$ cat src/rtl/keypad_pkg.sv
// Shared types and constants for the 4x4 calculator keypad scanner:
// key ids, frame results, FSM states and the key-to-code map.
package keypad_pkg;

  typedef logic [3:0] key_id_t;

  typedef enum logic [1:0] {
    RES_NONE,
    RES_KEY,
    RES_MULTI
  } frame_res_t;

  typedef enum logic [1:0] {
    ST_IDLE,
    ST_DEBOUNCE,
    ST_PRESSED,
    ST_RELEASE
  } state_t;

  localparam logic [7:0] KEY_PLUS  = 8'h2B;
  localparam logic [7:0] KEY_MINUS = 8'h2D;
  localparam logic [7:0] KEY_MUL   = 8'h2A;
  localparam logic [7:0] KEY_DIV   = 8'h2F;
  localparam logic [7:0] KEY_EQ    = 8'h3D;
  localparam logic [7:0] KEY_CLR   = 8'h43;

  // Indexed by key id = 4*row + col.
  localparam logic [7:0] KEY_CODES [16] = '{
    8'h01, 8'h02, 8'h03,   8'h04,
    8'h05, 8'h06, 8'h07,   8'h08,
    8'h09, 8'h00, KEY_PLUS, KEY_MINUS,
    KEY_MUL, KEY_DIV, KEY_EQ, KEY_CLR
  };

endpackage

$ cat src/rtl/keypad_if.sv
// Key-code handshake between the keypad scanner and the calculator sequencer.
interface keypad_if;
  logic [7:0] key_code;
  logic       key_valid;
  logic       key_ready;
  logic       overrun;

  modport master (output key_code, output key_valid, output overrun, input key_ready);
  modport slave  (input key_code, input key_valid, input overrun, output key_ready);
endinterface

$ cat src/rtl/keypad_row_driver.sv
// Row scan timing, column synchronizer and per-frame column accumulation;
// raises frame_stb on the row-3 sample cycle with the frame's result.
module keypad_row_driver
  import keypad_pkg::*;
#(
  parameter int SCAN_DIV = 1000
) (
  input  logic       clk,
  input  logic       rst_n,
  input  logic [3:0] col_in,
  output logic [3:0] row_out,
  output logic       frame_stb,
  output frame_res_t frame_res,
  output key_id_t    frame_id
);

  localparam int DW = $clog2(SCAN_DIV);

  logic [DW-1:0] div;
  logic [1:0]    row;
  logic [1:0]    row_nxt;
  logic [3:0]    sync1;
  logic [3:0]    sync2;
  logic [1:0]    acc_cnt;   // low columns seen so far this frame, saturating at 2
  key_id_t       acc_id;
  logic          slot_end;
  logic [2:0]    cur_cnt;
  logic [1:0]    cur_col;
  logic [2:0]    sum;
  key_id_t       merged_id;

  assign slot_end = (div == DW'(SCAN_DIV - 1));
  assign row_nxt  = row + 2'd1;

  // NOTE: every variable written in always_comb gets a default first, so no latch is inferred.
  always_comb begin
    cur_cnt = '0;
    cur_col = '0;
    for (int c = 0; c < 4; c++) begin
      if (!sync2[c]) begin
        cur_cnt = cur_cnt + 3'd1;
        cur_col = 2'(c);
      end
    end
    sum       = {1'b0, acc_cnt} + cur_cnt;
    merged_id = (cur_cnt != 3'd0) ? {row, cur_col} : acc_id;
  end

  assign frame_stb = slot_end && (row == 2'd3);
  assign frame_id  = merged_id;
  assign frame_res = (sum == 3'd0) ? RES_NONE :
                     (sum == 3'd1) ? RES_KEY  : RES_MULTI;

  // NOTE: reset is synchronous (sampled on the clock edge) and state uses non-blocking assignments.
  always_ff @(posedge clk) begin
    if (!rst_n) begin
      div     <= '0;
      row     <= 2'd0;
      row_out <= 4'b1110;
      sync1   <= 4'b1111;
      sync2   <= 4'b1111;
      acc_cnt <= 2'd0;
      acc_id  <= '0;
    end else begin
      sync1 <= col_in;
      sync2 <= sync1;
      if (slot_end) begin
        div     <= '0;
        row     <= row_nxt;
        row_out <= ~(4'b0001 << row_nxt);
        if (row == 2'd3) begin
          acc_cnt <= 2'd0;
          acc_id  <= '0;
        end else begin
          acc_cnt <= (sum > 3'd1) ? 2'd2 : sum[1:0];
          acc_id  <= merged_id;
        end
      end else begin
        div <= div + DW'(1);
      end
    end
  end

endmodule

$ cat src/rtl/keypad_scanner.sv
// 4x4 keypad scanner: frame-level press/release debounce FSM and the
// single-entry key-code output register with overrun reporting.
module keypad_scanner
  import keypad_pkg::*;
#(
  parameter int SCAN_DIV = 1000,
  parameter int DEBOUNCE = 4
) (
  input  logic       clk,
  input  logic       rst_n,
  input  logic [3:0] col_in,
  output logic [3:0] row_out,
  keypad_if.master   kif
);

  localparam int CW = $clog2(DEBOUNCE + 1);
  localparam logic [CW-1:0] DB_LAST = CW'(DEBOUNCE);

  logic       frame_stb;
  frame_res_t frame_res;
  key_id_t    frame_id;

  state_t        state, state_n;
  key_id_t       cand, cand_n;
  logic [CW-1:0] cnt, cnt_n;
  logic [CW-1:0] cnt_inc;
  logic          accept;
  logic          transfer;

  keypad_row_driver #(.SCAN_DIV(SCAN_DIV)) u_rows (
    .clk       (clk),
    .rst_n     (rst_n),
    .col_in    (col_in),
    .row_out   (row_out),
    .frame_stb (frame_stb),
    .frame_res (frame_res),
    .frame_id  (frame_id)
  );

  assign cnt_inc  = cnt + CW'(1);
  assign transfer = kif.key_valid && kif.key_ready;

  always_comb begin
    state_n = state;
    cand_n  = cand;
    cnt_n   = cnt;
    accept  = 1'b0;
    if (frame_stb) begin
      unique case (state)
        ST_IDLE: begin
          if (frame_res == RES_KEY) begin
            cand_n = frame_id;
            if (DEBOUNCE == 1) begin
              accept  = 1'b1;
              state_n = ST_PRESSED;
              cnt_n   = '0;
            end else begin
              state_n = ST_DEBOUNCE;
              cnt_n   = CW'(1);
            end
          end
        end
        ST_DEBOUNCE: begin
          if (frame_res != RES_KEY) begin
            state_n = ST_IDLE;
            cnt_n   = '0;
          end else if (frame_id != cand) begin
            cand_n = frame_id;
            cnt_n  = CW'(1);
          end else if (cnt_inc == DB_LAST) begin
            accept  = 1'b1;
            state_n = ST_PRESSED;
            cnt_n   = '0;
          end else begin
            cnt_n = cnt_inc;
          end
        end
        ST_PRESSED: begin
          if (frame_res == RES_NONE) begin
            state_n = (DEBOUNCE == 1) ? ST_IDLE : ST_RELEASE;
            cnt_n   = (DEBOUNCE == 1) ? '0 : CW'(1);
          end
        end
        ST_RELEASE: begin
          if (frame_res != RES_NONE) begin
            state_n = ST_PRESSED;
            cnt_n   = '0;
          end else if (cnt_inc == DB_LAST) begin
            state_n = ST_IDLE;
            cnt_n   = '0;
          end else begin
            cnt_n = cnt_inc;
          end
        end
        default: state_n = ST_IDLE;
      endcase
    end
  end

  always_ff @(posedge clk) begin
    if (!rst_n) begin
      state         <= ST_IDLE;
      cand          <= '0;
      cnt           <= '0;
      kif.key_code  <= 8'h00;
      kif.key_valid <= 1'b0;
      kif.overrun   <= 1'b0;
    end else begin
      state <= state_n;
      cand  <= cand_n;
      cnt   <= cnt_n;
      if (accept && (!kif.key_valid || transfer)) begin
        kif.key_code  <= KEY_CODES[frame_id];
        kif.key_valid <= 1'b1;
      end else if (transfer) begin
        kif.key_valid <= 1'b0;
      end
      // A key arriving while the slot is still held is dropped, not queued.
      if (transfer)
        kif.overrun <= 1'b0;
      else if (accept && kif.key_valid)
        kif.overrun <= 1'b1;
    end
  end

endmodule

$ cat src/flat_wrapper.sv
// flat-port wrapper written by rule: the top's interface ports become plain ports
module keypad_scanner_flat import keypad_pkg::*;
#(
  parameter int SCAN_DIV = 1000,
  parameter int DEBOUNCE = 4
)
  (clk, rst_n, col_in, row_out, kif_key_code, kif_key_valid, kif_overrun, kif_key_ready);
  keypad_if kif_i ();
  input  logic clk;
  input  logic rst_n;
  input  logic [3:0] col_in;
  output logic [3:0] row_out;
  output wire logic [$bits(kif_i.key_code)-1:0] kif_key_code;
  output wire logic [$bits(kif_i.key_valid)-1:0] kif_key_valid;
  output wire logic [$bits(kif_i.overrun)-1:0] kif_overrun;
  input wire logic [$bits(kif_i.key_ready)-1:0] kif_key_ready;
  assign kif_key_code = kif_i.key_code;
  assign kif_key_valid = kif_i.key_valid;
  assign kif_overrun = kif_i.overrun;
  assign kif_i.key_ready = kif_key_ready;
  keypad_scanner #(.SCAN_DIV(SCAN_DIV), .DEBOUNCE(DEBOUNCE)) u_core (.clk(clk), .rst_n(rst_n), .col_in(col_in), .row_out(row_out), .kif(kif_i));
endmodule
$ cat config.mk
export PLATFORM = sky130hd
export DESIGN_NAME = keypad_scanner_flat
export DESIGN_NICKNAME = d
export VERILOG_FILES = /design/src/rtl/keypad_pkg.sv /design/src/rtl/keypad_if.sv /design/src/rtl/keypad_row_driver.sv /design/src/rtl/keypad_scanner.sv /design/src/flat_wrapper.sv
export SDC_FILE = /design/constraint.sdc
export NUM_CORES = 1
export LEC_CHECK = 0
export ABC_CLOCK_PERIOD_IN_PS = 3300
export CAP_MARGIN = 20
export CORE_MARGIN = 10
export CORE_UTILIZATION = 40
export DETAILED_ROUTE_END_ITERATION = 8
export GPL_ROUTABILITY_DRIVEN = 0
export SYNTH_ARGS = -nofsm -noshare
export SYNTH_HDL_FRONTEND = slang
export SYNTH_SLANG_ARGS = --single-unit
$ cat constraint.sdc
create_clock -name clk -period 3.3 [get_ports clk]
set_input_delay 0.66 -clock clk [delete_from_list [all_inputs] [get_ports clk]]
set_output_delay 0.66 -clock clk [all_outputs]
set_load 0.01 [all_outputs]
==> impl_metrics.toml, run 1 <==
[synth]
postSynthCellCount = 307
share_of_cell_area_taken_by_muxes_after_synthesis_pct = 3.74
synth_simple_gate_area_share_pct = 24.2
synth_top_cell_by_area = "dfxtp_1"
synth-adder-area-share_pct = 8.70
synth-compound-area-share_pct = 14.5
dominantRegCellSynth = "dfxtp_1"
post_synth_num_cell_types = 60
yosysWarningCount = 0
synth_seq_cells = 48
synth_top_area_share_pct = 35.9
synth_xor_xnor_area_share_pct = 6.41
synth_enable_flop_cells = 0
seq_area_frac_synth_pct = 35.9
synthTopCellsByArea = "dfxtp_1 36%, ha_1 8.0%, nand2_1 4.5%, nor2_1 3.8%, xnor2_1 3.3%"
ys_async_rst_share_pct = 0
synth_nets = 332
dominant_combinational_cell_family_by_area_after_synthesis = "simple AND/OR/NAND/NOR gates"
synth.cell_area_um2 = 2680
avgSynthCellArea_um2 = 8.71

[pwr]
power.share.switching_pct = 24.6
pwr-share-seq_pct = 50.1
total_switching_power_uw = 292
worst_ir_drop_vdd_mv = 0.297
internal-power_uw = 893
power_frac_comb_pct = 13.0
power_density_nw_per_um2 = 350
total_power_uw = 1180
clockPowerShare_pct = 36.9
lkg_pwr_uw = 0.00134

[hold_path]
min_to = "u_core.u_rows.sync2[1]$_SDFF_PN1_"
timing.hold.worst.start = "u_core.u_rows.sync1[1]$_SDFF_PN1_"
whs_path_depth = 1
hold_path.class = "register to register"

[global_route]
grt_first_pass_wirelength_um = 9380
first_global_vias = 2046
antenna_found_initial = 0
overflow = 0
global_route.usage.total_pct = 11.0
largest_net_degree_at_the_start_of_global_routing = 26

[detailed_routing]
drc = 0
vias = 2201
average_wire_length_per_cell_after_detail_routing_um = 13.3
detail_route.first_pass.iterations = 4
route.antenna.remaining_nets = 0
post_drt_via_cell_ratio = 5.15
initialDrtViolationCount = 76
routed_wl_um = 5700

[placed_design]
place_ws_ps = -48.8
port-buffer-count = 19
detailed_place_hpwl_um = 3990
post_dp_cell_area_um2 = 3090
place_inst = 411

[setup_path]
crit_path_cell_trace = "inv_2, ha_4, or2b_4, and2_4, ha_4, and2b_2, a31oi_4, inv_2, fa_2, xnor3_1, nor2b_4, nand3_4, nor4_4, buf_4, buf_12, nor2_2, a31o_2"
ff2ff_setup_slack_ps = -40
worstSetupPathType = "register to register"
timing.critical_path.slowest_cell_delay_ps = 350
maximum_fanout_along_the_worst_path = 7
cp-end-kind = "register"
ff2ff_path_depth = 17
rr_startpoint = "u_core.u_rows.sync2[1]$_SDFF_PN1_"
cell_type_of_the_slowest_stage_on_the_worst_timing_path = "dfxtp_2"
r2r_end = "u_core.kif.key_code[5]$_SDFFE_PN0P_"
critical_path_arrival_ps = 3540
startpoint_type = "register"
required_ps = 3500

[sta]
fin_skew_ps = 5.96
worst_slew_pin_slew_ps = 517
fin_crit_sh_pct = 101
finalWorstSetupSlack_ps = -36.2
highest_clock_rate_mhz = 300
unrepaired_setup_endpoints_after_global_routing = "yes"
final-hold-violation-count = 0
finalMaxSlewViolations = 0
layout_min_cycle_time_ps = 3340
timing.setup.tns_ps = -57.5
slew_headroom_pct = 65.3
setup_viol_count_final = 2

[finish]
filler_cells_inserted = 592
finalNetCount = 374
final_instance_count_without_filler_cells = 427
drive_gt1_share_pct = 22.3
postLayoutCellArea_um2 = 3380
antenna-diode-count = 0
layout-area-overhead-vs-synth_pct = 26.5

[clocking]
cts.reportedPaths.clkPinSlew_ps = 90
hold_buffers = 0
cts_made_buffers = 5
clk_root_buffer_cell = "clkbuf_8"
tritoncts_clock_tree = "done"
cts_sinks = 48
clk_path_buf_depth = 2
clock_insertion_delay_worst_skew_ps = 300
htreeDepth = 2

[outcome]
violations = "setup timing"
outcome = "finished with violations"

[die]
die_width_um = 102
num_io_pins = 21
die_area_um2 = 10400
floorplan.initialDensity_pct = 41.7
placementRows = 29
dieHeight_um = 102
core_region_area_um2 = 6420

[flow_run]
cap_viol_max_count = 0
==> stage by stage <==
stage / util, % / hold slack [ps]
finish: 52.7 / 411
global route: 52.7 / 441
CTS: 50.4 / 415
detailed placement: 48.1 / 393
global placement: 48.1 / 393
floorplan: - / 386
==> flip-flops by register name, summed over array words and instances, names as in the netlist <==
register               count
u_core.cand                4
u_core.cnt                 3
u_core.kif.key_code        7
u_core.kif.key_valid       1
u_core.kif.overrun         1
u_core.state               2
u_core.u_rows.acc_cnt      2
u_core.u_rows.acc_id       4
u_core.u_rows.div         10
u_core.u_rows.row          2
u_core.u_rows.row_out      4
u_core.u_rows.sync1        4
u_core.u_rows.sync2        4
==> worst max-delay path, delay by kind of cell (launching register included) <==
kind                     cells  cell delay [ps]
AND/OR/NAND/NOR              7             1220
adder cells (fa/ha/maj)      3              700
XOR/XNOR                     1              200
AO/OA/AOI/OAI                2              360
buffers and inverters        4              410
flip-flops                   1              350
==> cells in the mapped netlist, types with 2 or more instances <==
| cell type | n |
|---|---|
| clkbuf_8 | 2 |
| o21ai_0 | 15 |
| a31o_2 | 2 |
| xor2_1 | 7 |
| xnor2_1 | 10 |
| and2_2 | 2 |
| a21o_1 | 2 |
| or4_1 | 2 |
| nor4_1 | 4 |
| o2111ai_1 | 2 |
| inv_1 | 13 |
| nand2b_1 | 11 |
| a31oi_1 | 4 |
| ha_1 | 17 |
| nor3_1 | 7 |
| mux2_4 | 2 |
| or2b_2 | 2 |
| a211oi_1 | 4 |
| nand3_1 | 9 |
| nor2b_1 | 2 |
| dfxtp_1 | 48 |
| and2b_2 | 2 |
| nand2_1 | 32 |
| a21oi_1 | 17 |
| and2_1 | 3 |
| and3_1 | 6 |
| nand4_1 | 5 |
| mux2i_1 | 7 |
| o22ai_1 | 2 |
| or3_1 | 3 |
| buf_6 | 5 |
| nor2_1 | 27 |
| clkbuf_1 | 4 |
==> how the worst max path moves through the flow <==
| stage | cells past startpoint | from | slack, ps | endpoint |
|---|---|---|---|---|
| 6_report | 17 | u_core.u_rows.sync2[1]$_SDFF_PN1_ | -40 | u_core.kif.key_code[5]$_SDFFE_PN0P_ |
| 5_1_grt | 17 | u_core.u_rows.sync2[1]$_SDFF_PN1_ | -180 | u_core.kif.key_code[5]$_SDFFE_PN0P_ |
| 3_3_place_gp | 16 | u_core.u_rows.sync2[0]$_SDFF_PN1_ | 20 | u_core.cnt[2]$_SDFFE_PN0P_ |
| 2_1_floorplan | 16 | u_core.u_rows.sync2[0]$_SDFF_PN1_ | 30 | u_core.kif.key_code[2]$_SDFFE_PN0P_ |
| 3_5_place_dp | 16 | u_core.u_rows.sync2[0]$_SDFF_PN1_ | -50 | u_core.cnt[2]$_SDFFE_PN0P_ |
| 4_1_cts | 15 | u_core.u_rows.sync2[0]$_SDFF_PN1_ | 5 | u_core.kif.key_code[2]$_SDFFE_PN0P_ |
==> power groups by stage <==
stage	clock network (uW)	logic (uW)	registers [uW]
5_1_grt	470	171	595
4_1_cts	452	141	593
2_1_floorplan	0	100	604
6_report	437	154	593
3_5_place_dp	0	135	606
3_3_place_gp	0	135	606
==> layout make-up <==
cell class,count,area [um2],share of cell area [%]
clock inverters,3,46.3,1.37
flip-flops and latches,48,963,28.5
multi-input cells,230,1700,50.2
clock buffers,5,68.8,2.03
inverters,14,52.6,1.55
repair buffers,50,457,13.5
well taps,77,96.3,2.85
==> timing repair <==
action | CTS | global route
hold endpoints to repair | 0 | 0
resized for setup | 5 | 18
cloned | 0 | 1
buffers inserted | 2 | 6
pin swaps | 2 | 11
endpoints found under the setup margin | 8 | 17
==> cells in the final DEF (no fill, tap or decap), types with 3 or more instances in the layout <==
cell type	Yosys	final
xnor2_1	10	9
nand3_1	9	7
inv_1	13	10
nand2b_1	11	11
clkdlybuf4s50_1	0	19
inv_2	0	3
nand2_1	32	32
clkbuf_8	2	5
nor4_1	4	3
and3_1	6	6
nor3_1	7	6
xor2_1	7	7
nor2_1	27	26
nand4_1	5	5
ha_1	17	14
buf_4	1	28
or3_1	3	3
mux2i_1	7	5
a21oi_1	17	16
a31oi_1	4	3
dfxtp_1	48	46
a211oi_1	4	3
o21ai_0	15	13
==> logic make-up (layout without fill, tap and decap cells) <==
family,after synthesis,count (layout)
AOI/OAI and AO/OA,60,60
xor gates and xnor gates,18,18
adders and majority gates,18,18
buffers and inverters,29,72
DFF,48,48
muxes,9,9
other,1,1
and+or+nand+nor,124,124
==> per-layer routing <==
metal	GRT usage (%)	vias up	routed length, um
met1	14.1	1025	2680
met4	3.63	0	64
li1	-	1146	-
met2	17.6	25	2770
met3	2.52	5	189
met5	0	-	0
No activity file was read; power rests on OpenSTA's default activity.
==> run 2: changes to the inputs <==
--- a/config.mk
+++ b/config.mk
@@ -5,12 +5,13 @@
 export SDC_FILE = /design/constraint.sdc
 export NUM_CORES = 1
 export LEC_CHECK = 0
-export ABC_CLOCK_PERIOD_IN_PS = 3300
-export CAP_MARGIN = 20
+export ABC_CLOCK_PERIOD_IN_PS = 3500
+export CAP_MARGIN = 40
 export CORE_MARGIN = 10
 export CORE_UTILIZATION = 40
 export DETAILED_ROUTE_END_ITERATION = 8
 export GPL_ROUTABILITY_DRIVEN = 0
 export SYNTH_ARGS = -nofsm -noshare
 export SYNTH_HDL_FRONTEND = slang
+export SYNTH_HIERARCHICAL = 1
 export SYNTH_SLANG_ARGS = --single-unit
==> constraint.sdc (replaced) <==
create_clock -name clk -period 3.5 [get_ports clk]
set_input_delay 0.7 -clock clk [delete_from_list [all_inputs] [get_ports clk]]
set_output_delay 0.7 -clock clk [all_outputs]
set_load 0.01 [all_outputs]
==> run 2 against run 1 <==
The run still ends with setup timing left. Hold slack improved by 5.5 ps. Area after synthesis increased by 0.33%. Highest routed layer unchanged. Critical endpoint is now u_core/kif.key_code[1]$_SDFFE_PN0P_. Cell count down 5.2%. Critical path depth decreased by 1. Die area rose by 0.25%. Utilization shrank 1.9 points.
==> impl_metrics.toml, run 2 <==
[clocking]
cts_made_buffers = 5
hold_buffers = 0
htreeDepth = 2
cts.reportedPaths.clkPinSlew_ps = 90
tritoncts_clock_tree = "done"
clk_root_buffer_cell = "clkbuf_8"
clk_path_buf_depth = 2
cts_sinks = 48
clock_insertion_delay_worst_skew_ps = 310

[global_route]
first_global_vias = 2061
grt.met1_usage_pct = 13.9
busiest_layer = "met2"
largest_net_degree_at_the_start_of_global_routing = 25
overflow = 0
grt_first_pass_wirelength_um = 9490
grt.met2_usage_pct = 18.3
global_route.usage.met3_pct = 3.10
global_route.usage.total_pct = 11.1
antenna_found_initial = 0

[finish]
layout-area-overhead-vs-synth_pct = 21.7
final_instance_count_without_filler_cells = 405
largest_register_ffs = 10
mostFrequentLayoutCell = "dfxtp_1"
reg.largest.list = "u_core/u_rows/div: 10 flops, u_core/kif.key_code: 7 flops"
antenna-diode-count = 0
largest_register = "u_core/u_rows/div"
drive_gt1_share_pct = 18.6
layout_common_cells = "47 x dfxtp_1, 32 x buf_4, 19 x clkdlybuf4s50_1, 18 x nand2_1"
finalNetCount = 352

[sta]
fin_skew_ps = 6.46
finalWorstSetupSlack_ps = -14.4
fin_crit_sh_pct = 100
setup_viol_count_final = 3
final-hold-violation-count = 0
unrepaired_setup_endpoints_after_global_routing = "yes"
layout_min_cycle_time_ps = 3510
worst_slew_pin_slew_ps = 798
timing.setup.tns_ps = -36.1
hold_slack_ps = 416
finalMaxSlewViolations = 0
highest_clock_rate_mhz = 285
slew_headroom_pct = 46.8

[synth]
synth_seq_cells = 48
share_of_cell_area_taken_by_muxes_after_synthesis_pct = 5.97
synth_top_area_share_pct = 35.8
synth-adder-area-share_pct = 8.67
synth-compound-area-share_pct = 12.3
dominantRegCellSynth = "dfxtp_1"
synthTopCellsByArea = "dfxtp_1 36%, ha_1 7.9%, mux2i_1 3.7%, nand2b_1 3.3%, nor2b_1 3.3%"
post_synth_num_cell_types = 56
yosysWarningCount = 6
dominant_combinational_cell_family_by_area_after_synthesis = "simple AND/OR/NAND/NOR gates"
synth_xor_xnor_area_share_pct = 6.06
ys_async_rst_share_pct = 0
postSynthCellCount = 284
synth.top_cells.by_count = "48 x dfxtp_1, 18 x nand2_1, 17 x ha_1, 17 x nor2_1"
synth.most_common_cell = "dfxtp_1"
synth_enable_flop_cells = 0
avgSynthCellArea_um2 = 9.45
synth_top_cell_by_area = "dfxtp_1"
synth.cell_area_um2 = 2680
synth_simple_gate_area_share_pct = 25.2
seq_area_frac_synth_pct = 35.8
synth_nets = 309

[detailed_routing]
routed_wl_um = 5380
post_drt_via_cell_ratio = 5.02
detail_route.first_pass.iterations = 4
initialDrtViolationCount = 67
drc = 0
vias = 2035
average_wire_length_per_cell_after_detail_routing_um = 13.3
route.antenna.remaining_nets = 0

[outcome]
outcome = "finished with violations"
violations = "setup timing"

[setup_path]
ff2ff_path_depth = 16
startpoint_type = "register"
maximum_fanout_along_the_worst_path = 3
critical_path_arrival_ps = 3720
worstSetupPathType = "register to register"
required_ps = 3710
cp-end-kind = "register"

[placed_design]
place_ws_ps = -59.9
detailed_place_hpwl_um = 3860
place_inst = 388
port-buffer-count = 19

[hold_path]
whs_path_depth = 1
hold_path.class = "register to register"

[die]
dieHeight_um = 102
core_region_area_um2 = 6420
placementRows = 29
die_width_um = 102
num_io_pins = 21
floorplan.initialDensity_pct = 41.8
die_area_um2 = 10400

[pwr]
power_density_nw_per_um2 = 336
lkg_pwr_uw = 0.00140
worst_ir_drop_vdd_mv = 0.188
total_power_uw = 1100

[flow_run]
cap_viol_max_count = 0
-- run 2: changes by cell type after synthesis, sizes merged, moves of 4 or more --
| cell | change |
|---|---|
| nor2 | -10 |
| a21oi | -13 |
| o21ai | -9 |
| o211ai | +4 |
| o21a | +4 |
| nand3b | +5 |
| nand3 | -4 |
| nor2b | +12 |
| nand2 | -14 |
-- run 2: through the flow --
stage	util, %	cell area [um2]
2_1_floorplan	-	2720
3_3_place_gp	47.9	3080
3_5_place_dp	47.9	3080
4_1_cts	50.6	3250
5_1_grt	50.8	3270
6_report	50.8	3270
-- run 2: logic make-up (layout without fill, tap and decap cells) --
group           count (synthesis)  after routing
flops                          48             48
other cells                     1              1
mux                            14             14
simple gates                  114            114
buf+inv                        29             73
fa+ha+maj                      18             18
compound gates                 43             43
xor+xnor                       17             17
-- run 2: critical path, stage by stage, from the launching register on --
cell      delay (ps)
dfxtp_2          360
inv_2             50
ha_4             240
xnor2_2          170
ha_1             260
nor2_2           130
a31oi_4           60
fa_2             360
xnor3_1          200
nor2b_4          160
and2_4           150
and4bb_1         190
or3b_4           400
nor4_4           280
buf_4            190
mux2i_1          180
nor2b_1           60
-- run 2: power breakdown --
group	internal [uW]	leakage [uW]	total (uW)	switching, uW
Sequential	553	0.000389	559	6.20
Clock	215	0.0000548	416	201
Combinational	63.7	0.000952	122	58.7
-- run 2: cell type report --
| type | instances | area, um2 |
|---|---|---|
| Clock buffer | 5 | 68.8 |
| Clock inverter | 3 | 46.3 |
| Fill cell | 592 | 3160 |
| Inverter | 14 | 52.6 |
| Multi-Input combinational cell | 207 | 1610 |
| Sequential cell | 48 | 962 |
| Tap cell | 77 | 96.3 |
| Timing Repair Buffer | 51 | 430 |
-- run 2: path summary, 6_finish.rpt --
| check | from | endpoint | slack (ps) |
|---|---|---|---|
| min | u_core/u_rows/sync1[2]$_SDFF_PN1_ | u_core/u_rows/sync2[2]$_SDFF_PN1_ | 420 |
| max reg2reg | u_core/u_rows/sync2[1]$_SDFF_PN1_ | u_core/kif.key_code[1]$_SDFFE_PN0P_ | -10 |
| min reg2reg | u_core/u_rows/sync1[2]$_SDFF_PN1_ | u_core/u_rows/sync2[2]$_SDFF_PN1_ | 420 |
| max | u_core/u_rows/sync2[1]$_SDFF_PN1_ | u_core/kif.key_code[1]$_SDFFE_PN0P_ | -10 |
-- run 2: per-layer routing --
metal | part of all wire, % | vias up
met2 | 47 | 27
met4 | 0.63 | 0
li1 | - | 1075
met5 | 0 | -
met1 | 48 | 930
met3 | 4.6 | 3
-- run 2: what timing repair did --
item                                   4_1_cts  5_1_grt
gates resized for setup                      2        0
endpoints found under the hold margin        0        0
cloned                                       1        0
pin swaps                                    3        1
buffers inserted                             6        3
setup endpoints to repair                    7       13
